### src/rtl/row_clear_engine.sv
// row_clear_engine: multi-cycle line clear for the playfield.
// A start pulse in IDLE captures cur_board. Rows are then scanned bottom-up, one per cycle. Rows
// that are not full are copied down into a separate compaction buffer. Full rows are counted and
// dropped. The vacated top rows are then zeroed, one per cycle. The result is returned on
// nxt_board/num_cleared together with a one-cycle done pulse.
//
// Optional feature macro: ROW_CLEAR_SCORE_EN (adds the 20-bit saturating score output).
//
// Ports:
//   main_clk    in   system clock
//   rst_1plus   in   asynchronous active-high reset
//   start       in   one-cycle request, sampled only in IDLE
//   cur_board   in   board to clear, captured on the accepted start
//   busy        out  high from the cycle after an accepted start through the done cycle
//   done        out  one-cycle pulse; results are valid from this cycle on
//   num_cleared out  rows removed by the last operation
//   nxt_board   out  compacted board
//   score       out  accumulated score (ROW_CLEAR_SCORE_EN only)
module row_clear_engine #(
  parameter int unsigned COLS    = 10,
  parameter int unsigned ROWS    = 20,
  parameter int unsigned CELL_W  = 3,
  parameter int unsigned CNT_W   = 5,
  parameter int unsigned BOARD_W = ROWS * COLS * CELL_W
) (
  input  logic               main_clk,
  input  logic               rst_1plus,
  input  logic               start,
  input  logic [BOARD_W-1:0] cur_board,
  output logic               busy,
  output logic               done,
  output logic [CNT_W-1:0]   num_cleared,
  output logic [BOARD_W-1:0] nxt_board
`ifdef ROW_CLEAR_SCORE_EN
  ,
  output logic [19:0]        score
`endif
);

  localparam int unsigned ROW_W = COLS * CELL_W;
  localparam int unsigned IDX_W = $clog2(ROWS + 1);

  typedef enum logic [1:0] {StIdle, StCompact, StFill, StDone} state_e;

  state_e           state_q;
  logic [IDX_W-1:0] rd_idx_q;
  logic [IDX_W-1:0] wr_idx_q;
  logic [CNT_W-1:0] cnt_q;
  logic [ROW_W-1:0] in_q  [ROWS];
  logic [ROW_W-1:0] out_q [ROWS];
  logic             row_full;

  // A row is full when none of its cells is empty.
  always_comb begin
    row_full = 1'b1;
    for (int unsigned c = 0; c < COLS; c++) begin
      if (in_q[rd_idx_q][c*CELL_W +: CELL_W] == '0) row_full = 1'b0;
    end
  end

  always_ff @(posedge main_clk or posedge rst_1plus) begin
    if (rst_1plus) begin
      state_q     <= StIdle;
      busy        <= 1'b0;
      done        <= 1'b0;
      num_cleared <= '0;
      nxt_board   <= '0;
      rd_idx_q    <= '0;
      wr_idx_q    <= '0;
      cnt_q       <= '0;
      for (int unsigned r = 0; r < ROWS; r++) begin
        in_q[r]  <= '0;
        out_q[r] <= '0;
      end
    end else begin
      done <= 1'b0;
      unique case (state_q)
        StIdle: begin
          if (start) begin
            for (int unsigned r = 0; r < ROWS; r++) in_q[r] <= cur_board[r*ROW_W +: ROW_W];
            rd_idx_q <= '0;
            wr_idx_q <= '0;
            cnt_q    <= '0;
            busy     <= 1'b1;
            state_q  <= StCompact;
          end
        end
        StCompact: begin
          if (row_full) begin
            cnt_q <= cnt_q + 1'b1;
          end else begin
            out_q[wr_idx_q] <= in_q[rd_idx_q];
            wr_idx_q        <= wr_idx_q + 1'b1;
          end
          if (rd_idx_q == IDX_W'(ROWS - 1)) begin
            rd_idx_q <= '0;
            if (row_full || cnt_q != '0) begin
              state_q <= StFill;
            end else begin
              // Nothing removed: the compacted buffer is a verbatim copy of the captured board,
              // so results can be registered now without waiting for the last buffer write.
              for (int unsigned r = 0; r < ROWS; r++) nxt_board[r*ROW_W +: ROW_W] <= in_q[r];
              num_cleared <= '0;
              done        <= 1'b1;
              state_q     <= StDone;
            end
          end else begin
            rd_idx_q <= rd_idx_q + 1'b1;
          end
        end
        StFill: begin
          out_q[wr_idx_q] <= '0;
          wr_idx_q        <= wr_idx_q + 1'b1;
          if (wr_idx_q == IDX_W'(ROWS - 1)) begin
            // The top row is being zeroed this cycle; forward that instead of reading it back.
            for (int unsigned r = 0; r < ROWS - 1; r++) nxt_board[r*ROW_W +: ROW_W] <= out_q[r];
            nxt_board[(ROWS-1)*ROW_W +: ROW_W] <= '0;
            num_cleared <= cnt_q;
            done        <= 1'b1;
            state_q     <= StDone;
          end
        end
        StDone: begin
          busy    <= 1'b0;
          state_q <= StIdle;
        end
        default: state_q <= StIdle;
      endcase
    end
  end

`ifdef ROW_CLEAR_SCORE_EN
  logic [19:0] rem_pts;
  logic [19:0] score_add;
  logic [20:0] score_sum;

  // 1200 per complete group of four rows, plus the table value for the remainder.
  always_comb begin
    rem_pts = 20'd0;
    unique case (num_cleared[1:0])
      2'd0: rem_pts = 20'd0;
      2'd1: rem_pts = 20'd40;
      2'd2: rem_pts = 20'd100;
      2'd3: rem_pts = 20'd300;
      default: rem_pts = 20'd0;
    endcase
    score_add = 20'(num_cleared >> 2) * 20'd1200 + rem_pts;
    score_sum = {1'b0, score} + {1'b0, score_add};
  end

  always_ff @(posedge main_clk or posedge rst_1plus) begin
    if (rst_1plus) begin
      score <= '0;
    end else if (done) begin
      score <= score_sum[20] ? 20'hFFFFF : score_sum[19:0];
    end
  end
`endif

endmodule
### config.mk
export PLATFORM = sky130hd
export DESIGN_NAME = row_clear_engine
export DESIGN_NICKNAME = d
export VERILOG_FILES = /design/src/rtl/row_clear_engine.sv
export SDC_FILE = /design/constraint.sdc
export NUM_CORES = 2
export LEC_CHECK = 0
export BUFFER_PORTS_ARGS = -buffer_cell sky130_fd_sc_hd__buf_2
export CAP_MARGIN = 0
export CORE_AREA = 2 2 472 474
export CTS_BUF_LIST = sky130_fd_sc_hd__clkbuf_16
export DETAILED_ROUTE_END_ITERATION = 12
export DIE_AREA = 0 0 474 476
export GPL_ROUTABILITY_DRIVEN = 0
export REMOVE_ABC_BUFFERS = 1
export SLEW_MARGIN = 15
export SYNTH_ARGS = -nofsm -noshare
export SYNTH_HDL_FRONTEND = slang
export SYNTH_SLANG_ARGS = --single-unit
### constraint.sdc
create_clock -name main_clk -period 66.4 [get_ports main_clk]
set_input_delay 13.28 -clock main_clk [delete_from_list [all_inputs] [get_ports main_clk]]
set_output_delay 13.28 -clock main_clk [all_outputs]
set_load 0.02 [all_outputs]
======== Word level (Yosys, flattened, before mapping) ========
Cells that the tools add are included.
operators by class
  $add $sub $neg .......................... 3
  multipliers ............................. 0
  divide/modulo/power cells ............... 0
  $lt $le $gt $ge ......................... 3
  equality and inequality tests ........... 11
  shift-type cells ........................ 0
  mux-type cells .......................... 44
  bitwise gates (word level) .............. 4
  reduce and logical (&&, ||, !) cells .... 26
operators with widths
  cell                                                        count
  2-to-1 mux 600 bit                                          4
  one-hot mux 600 bit (2 select lines)                        2
  bitwise AND 600 bit                                         1
  bitwise mux 600 bit                                         1
  inverter 600 bit                                            1
  binary-select mux 30 bit (select 5 bit)                     1
  demux 30 bit (select 5 bit)                                 1
  2-to-1 mux 30 bit                                           3
  2-to-1 mux 5 bit                                            7
  logical NOT 3 bit                                           10
  one-hot mux 5 bit (2 select lines)                          3
  adder 5 x 1 -> 5 bit, second input constant                 3
  2-to-1 mux 1 bit                                            15
  one-hot mux 5 bit (3 select lines)                          1
  greater-or-equal comparator 6 bit, second input constant    2
  != test 2 bit, second input constant                        6
  inverter 5 -> 6 bit                                         2
  == test 5 bit, second input constant                        2
  AND reduction 3 bit                                         3
  one-hot mux 2 bit (4 select lines)                          1
  AND reduction 2 bit                                         4
  less-than comparator 6 x 1 -> 1 bit, second input constant  1
  2-to-1 mux 2 bit                                            3
  nonzero test 2 bit                                          3
  other kinds (9)                                             11
word-level totals
  register bits ........................... 1,824
  bits in latches ......................... 0
  memory bits (writable) .................. 0
  ROM bits ................................ 0
  input bits .............................. 603
  logic and storage cells ................. 139
  memories kept ........................... 0

======== Depth between registers and ports, before layout ========
  depth in word-level cells ............... 19
  mapped depth ............................ 17
  mapped depth without buffers ............ 9

======== Worst setup path before layout ========
OpenSTA, ideal clock, no wires.
  kind .................................... input port to flip-flop
  start point ............................. input port start
  end point ............................... register wr_idx_q[4]
  setup time .............................. 0.088 ns
  arrival ................................. 14.340 ns
  data required time ...................... 66.312 ns
  slack ................................... 51.971 ns
  stages on the path ...................... 4
  buffers on the path ..................... 0
  cell sequence ........................... nor2b_1 -> a311oi_2 -> or4b_1 -> o211ai_1
on the way
  longest elaborated chain between the ends .. 2
RTL lines
  item                                  line  RTL
  start, declared                       28    input logic start,
  != test 2 bit (no source line)        -
  AND reduction 3 bit (no source line)  -
  end signal, assigned                  93    wr_idx_q <= wr_idx_q + 1'b1;
  end signal, assigned                  113   wr_idx_q <= wr_idx_q + 1'b1;
  end, declared                         47    logic [IDX_W-1:0] wr_idx_q;
No other way between the ends.
A chain may end at the register's enable or synchronous reset.

==> flow_summary.yaml <==
run_status:
  outcome: "finished, final reports clean"
power:
  power.ir.vdd_worst_v: 0.0000468
  cellLeakagePower_nw: 48.5
  p_per_area_mw_per_mm2: 55.1
timing:
  unrepaired_setup_endpoints_after_global_routing: "false"
  timing.final.ws_setup_ns: 49.31
  report.final.setup_viol: 0
  fin_crit_ns: 17.09
  tightest_slew_ns: 1.23
  slew_margin_rel_pct: 17.7
  final_max_slew_viol_count: 0
  finalHoldViolations: 0
  setup-tns-final_ns: 0
  timing.fmax_ghz: 0.0585
  fin_crit_sh_pct: 25.7
  clock-skew-final_ns: 0.0646
  fin_hold_ws_ns: 0.484
final_layout:
  post_route_cell_area_mm2: 0.0949
  syn_to_final_growth_pct: 18.6
  drive_above_1_share_pct: 38.5
  final_cells: 10700
  multi_input_area_mm2: 0.0329
  mostFrequentLayoutCells: "nand2_1 (1888), dfrtp_1 (1791), buf_2 (1209), mux2_2 (1056), mux2_1 (456)"
  layout_commonest_cell: "nand2_1"
  sequential_cell_area_mm2: 0.0449
  finalNetCount: 8134
  fill_cell_total_of_the_finished_layout: 20700
logic_synthesis:
  synth-seq-cells: 1794
  synth_flop_cell: "dfrtp_1"
  synth_enable_flop_cells: 0
  synthDistinctLibCells: 61
  post-synth-top-area-fraction_pct: 56.1
  postSynth.asyncResetShare_pct: 100
  avgSynthCellArea_um2: 12.4
  number_of_warnings_reported_in_the_yosys_synthesis_log: 0
  synthTopCellsByArea: "dfrtp_1 (56%), mux2_2 (15%), nand2_1 (8.9%)"
  post_synthesis_instance_area_mm2: 0.0800
  synth_area_leader_cell: "dfrtp_1"
  synthesized_instance_count: 6439
  sequential_fraction_of_the_synthesis_area_pct: 56.1
grt:
  top_usage_layer: "met2"
  grt_pass1_wl_mm: 429
  use_met2_pct: 41.7
  overflow: 0
  globalRouteMet1Util_pct: 35.7
  grt_use_total_pct: 26.5
  number_of_global_route_vias_before_repair: 57000
  groute.layer.met3.usage_pct: 5.69
  antenna_violations_before_repair: 85
  largest_net_degree_at_the_start_of_global_routing: 195
route:
  antenna_left: 0
  route.final.wire_length_mm: 306
  drt_pre_antenna_iters: 6
  avgRoutedWirePerCell_um: 28.6
  drt_drc_violations_left: 0
  first_iteration_detailed_routing_drc_count: 4521
  via_per_inst: 5.26
  num_vias: 56300
die:
  die_x_um: 474
  die-area_mm2: 0.226
  floorplan.io_pins: 1210
  num_rows: 173
  die_height_um: 476
  starting_utilization_of_the_core_area_pct: 36.2
  core_box_area_mm2: 0.221
clock_tree:
  ctsHtreeMaxLevel: 4
  clockRootBuffer: "clkbuf_16"
  worstSkewPairLatency_ns: 0.90
  resized_cells_post_cts: 0
  worst_setup_hold_path_clk_slew_ns: 0.06
  cts-root-to-sink-buffers: 3
  post_cts_setup_driven_buffer_insertion_count: 0
  cts.hold.buffers_added: 0
  clock_tree_from_tritoncts: "built"
  cts.sink_count: 1794
  numCtsBuffers: 196
setup_path:
  critPathMaxFanout: 127
  timing.critical_path.from_type: "input port"
  critPathRequiredTime_ns: 67.27
  critPathKind: "input port to async pin"
  worstPathArrival_ns: 17.96
  worst_setup_path_end_kind: "async pin"
placed_design:
  io_buffer_count: 1209
  pre_cts_ws_ns: 48.19
  detailed_place.area_mm2: 0.0887
  placedCellCount: 10300
  total_half_perimeter_wirelength_after_legalization_and_detailed_placement_mm: 208
min_path:
  type_of_the_tightest_min_delay_check: "flip-flop to flip-flop"
flow_run:
  maxCapViolations: 0
-- layer usage --
metal	up-vias	wire length, um
met5	-	226
met4	34	13100
met3	525	20100
met2	2120	141000
met1	29400	132000
li1	24200	-
-- registers in the layout, summed over array words and instances, names as in the netlist --
register and count:
rd_idx_q 5, done 1, cnt_q 5, busy 1, in_q 600, state_q 2, out_q 570, wr_idx_q 5
num_cleared 5, nxt_board 600
-- report_power, final --
group	internal, mW	switching (mW)
Sequential	1.54	0.333
Combinational	0.946	1.35
Clock	0.575	0.479
-- worst max-delay path, cell delays in order --
cell and delay, ns:
buf_2 0.13, inv_8 0.59, buf_4 0.72, buf_4 0.76, buf_4 0.59, buf_4 0.79
buf_4 0.85
-- through the flow --
stage / utilization (%) / power (mW)
2_1_floorplan: - / 3.79
3_3_place_gp: 40.1 / 4.14
3_5_place_dp: 40.1 / 4.19
4_1_cts: 42.9 / 5.26
5_1_grt: 42.9 / 5.50
6_report: 42.9 / 5.23
-- layout make-up --
class	count	area share, %
diodes	40	0.105
well taps	2975	3.92
clock buffers	199	5.25
multi-input cells	4178	34.7
repair buffers	1334	7.46
flip-flops and latches	1794	47.3
clock inverters	161	1.17
inverters	16	0.0712
-- path summary, 6_finish.rpt --
check                                           start  slack, ns  depth (start not counted)                          to
setup reg to reg              rd_idx_q[1]$_DFFE_PP0P_      56.77                         15  nxt_board[433]$_DFFE_PP0P_
hold / removal             nxt_board[293]$_DFFE_PP0P_       0.48                          1  nxt_board[293]$_DFFE_PP0P_
hold reg to reg            nxt_board[293]$_DFFE_PP0P_       0.48                          1  nxt_board[293]$_DFFE_PP0P_
setup / recovery                            rst_1plus      49.31                          7       in_q[252]$_DFFE_PP0P_
min in group asynchronous                   rst_1plus      12.61                          2  nxt_board[440]$_DFFE_PP0P_
max in group main_clk                           start      50.19                          7       in_q[383]$_DFFE_PP0P_
-- cells in the mapped netlist, drive strengths merged, types with 2 or more instances --
cell type and number:
and4 6, and2 8, a221oi 2, or4b 3, nand2b 2, nor4 3, buf 186, a211oi 24
ha 11, a22oi 35, a32o 4, and3 8, nor3 11, inv 16, clkbuf 265, o21ai 14
o311ai 7, a21oi 22, o211ai 2, nor2 17, a221o 13, nand4 17, mux4 73, mux2i 141
dfrtp 1794, nand3b 2, or3 3, nand3 28, o22ai 23, nand2 1889, mux2 1692, a311oi 2
a22o 61, a21o 3, a2111oi 3, nor2b 34, a31oi 5
-- cell families after synthesis --
kind of cell	synth area share, %
fa+ha+maj	0.172
simple gates	10.1
flops	56.1
mux	28.5
compound gates	2.17
buf+inv	2.95
Note: power is estimated with default switching activity, not from simulation.
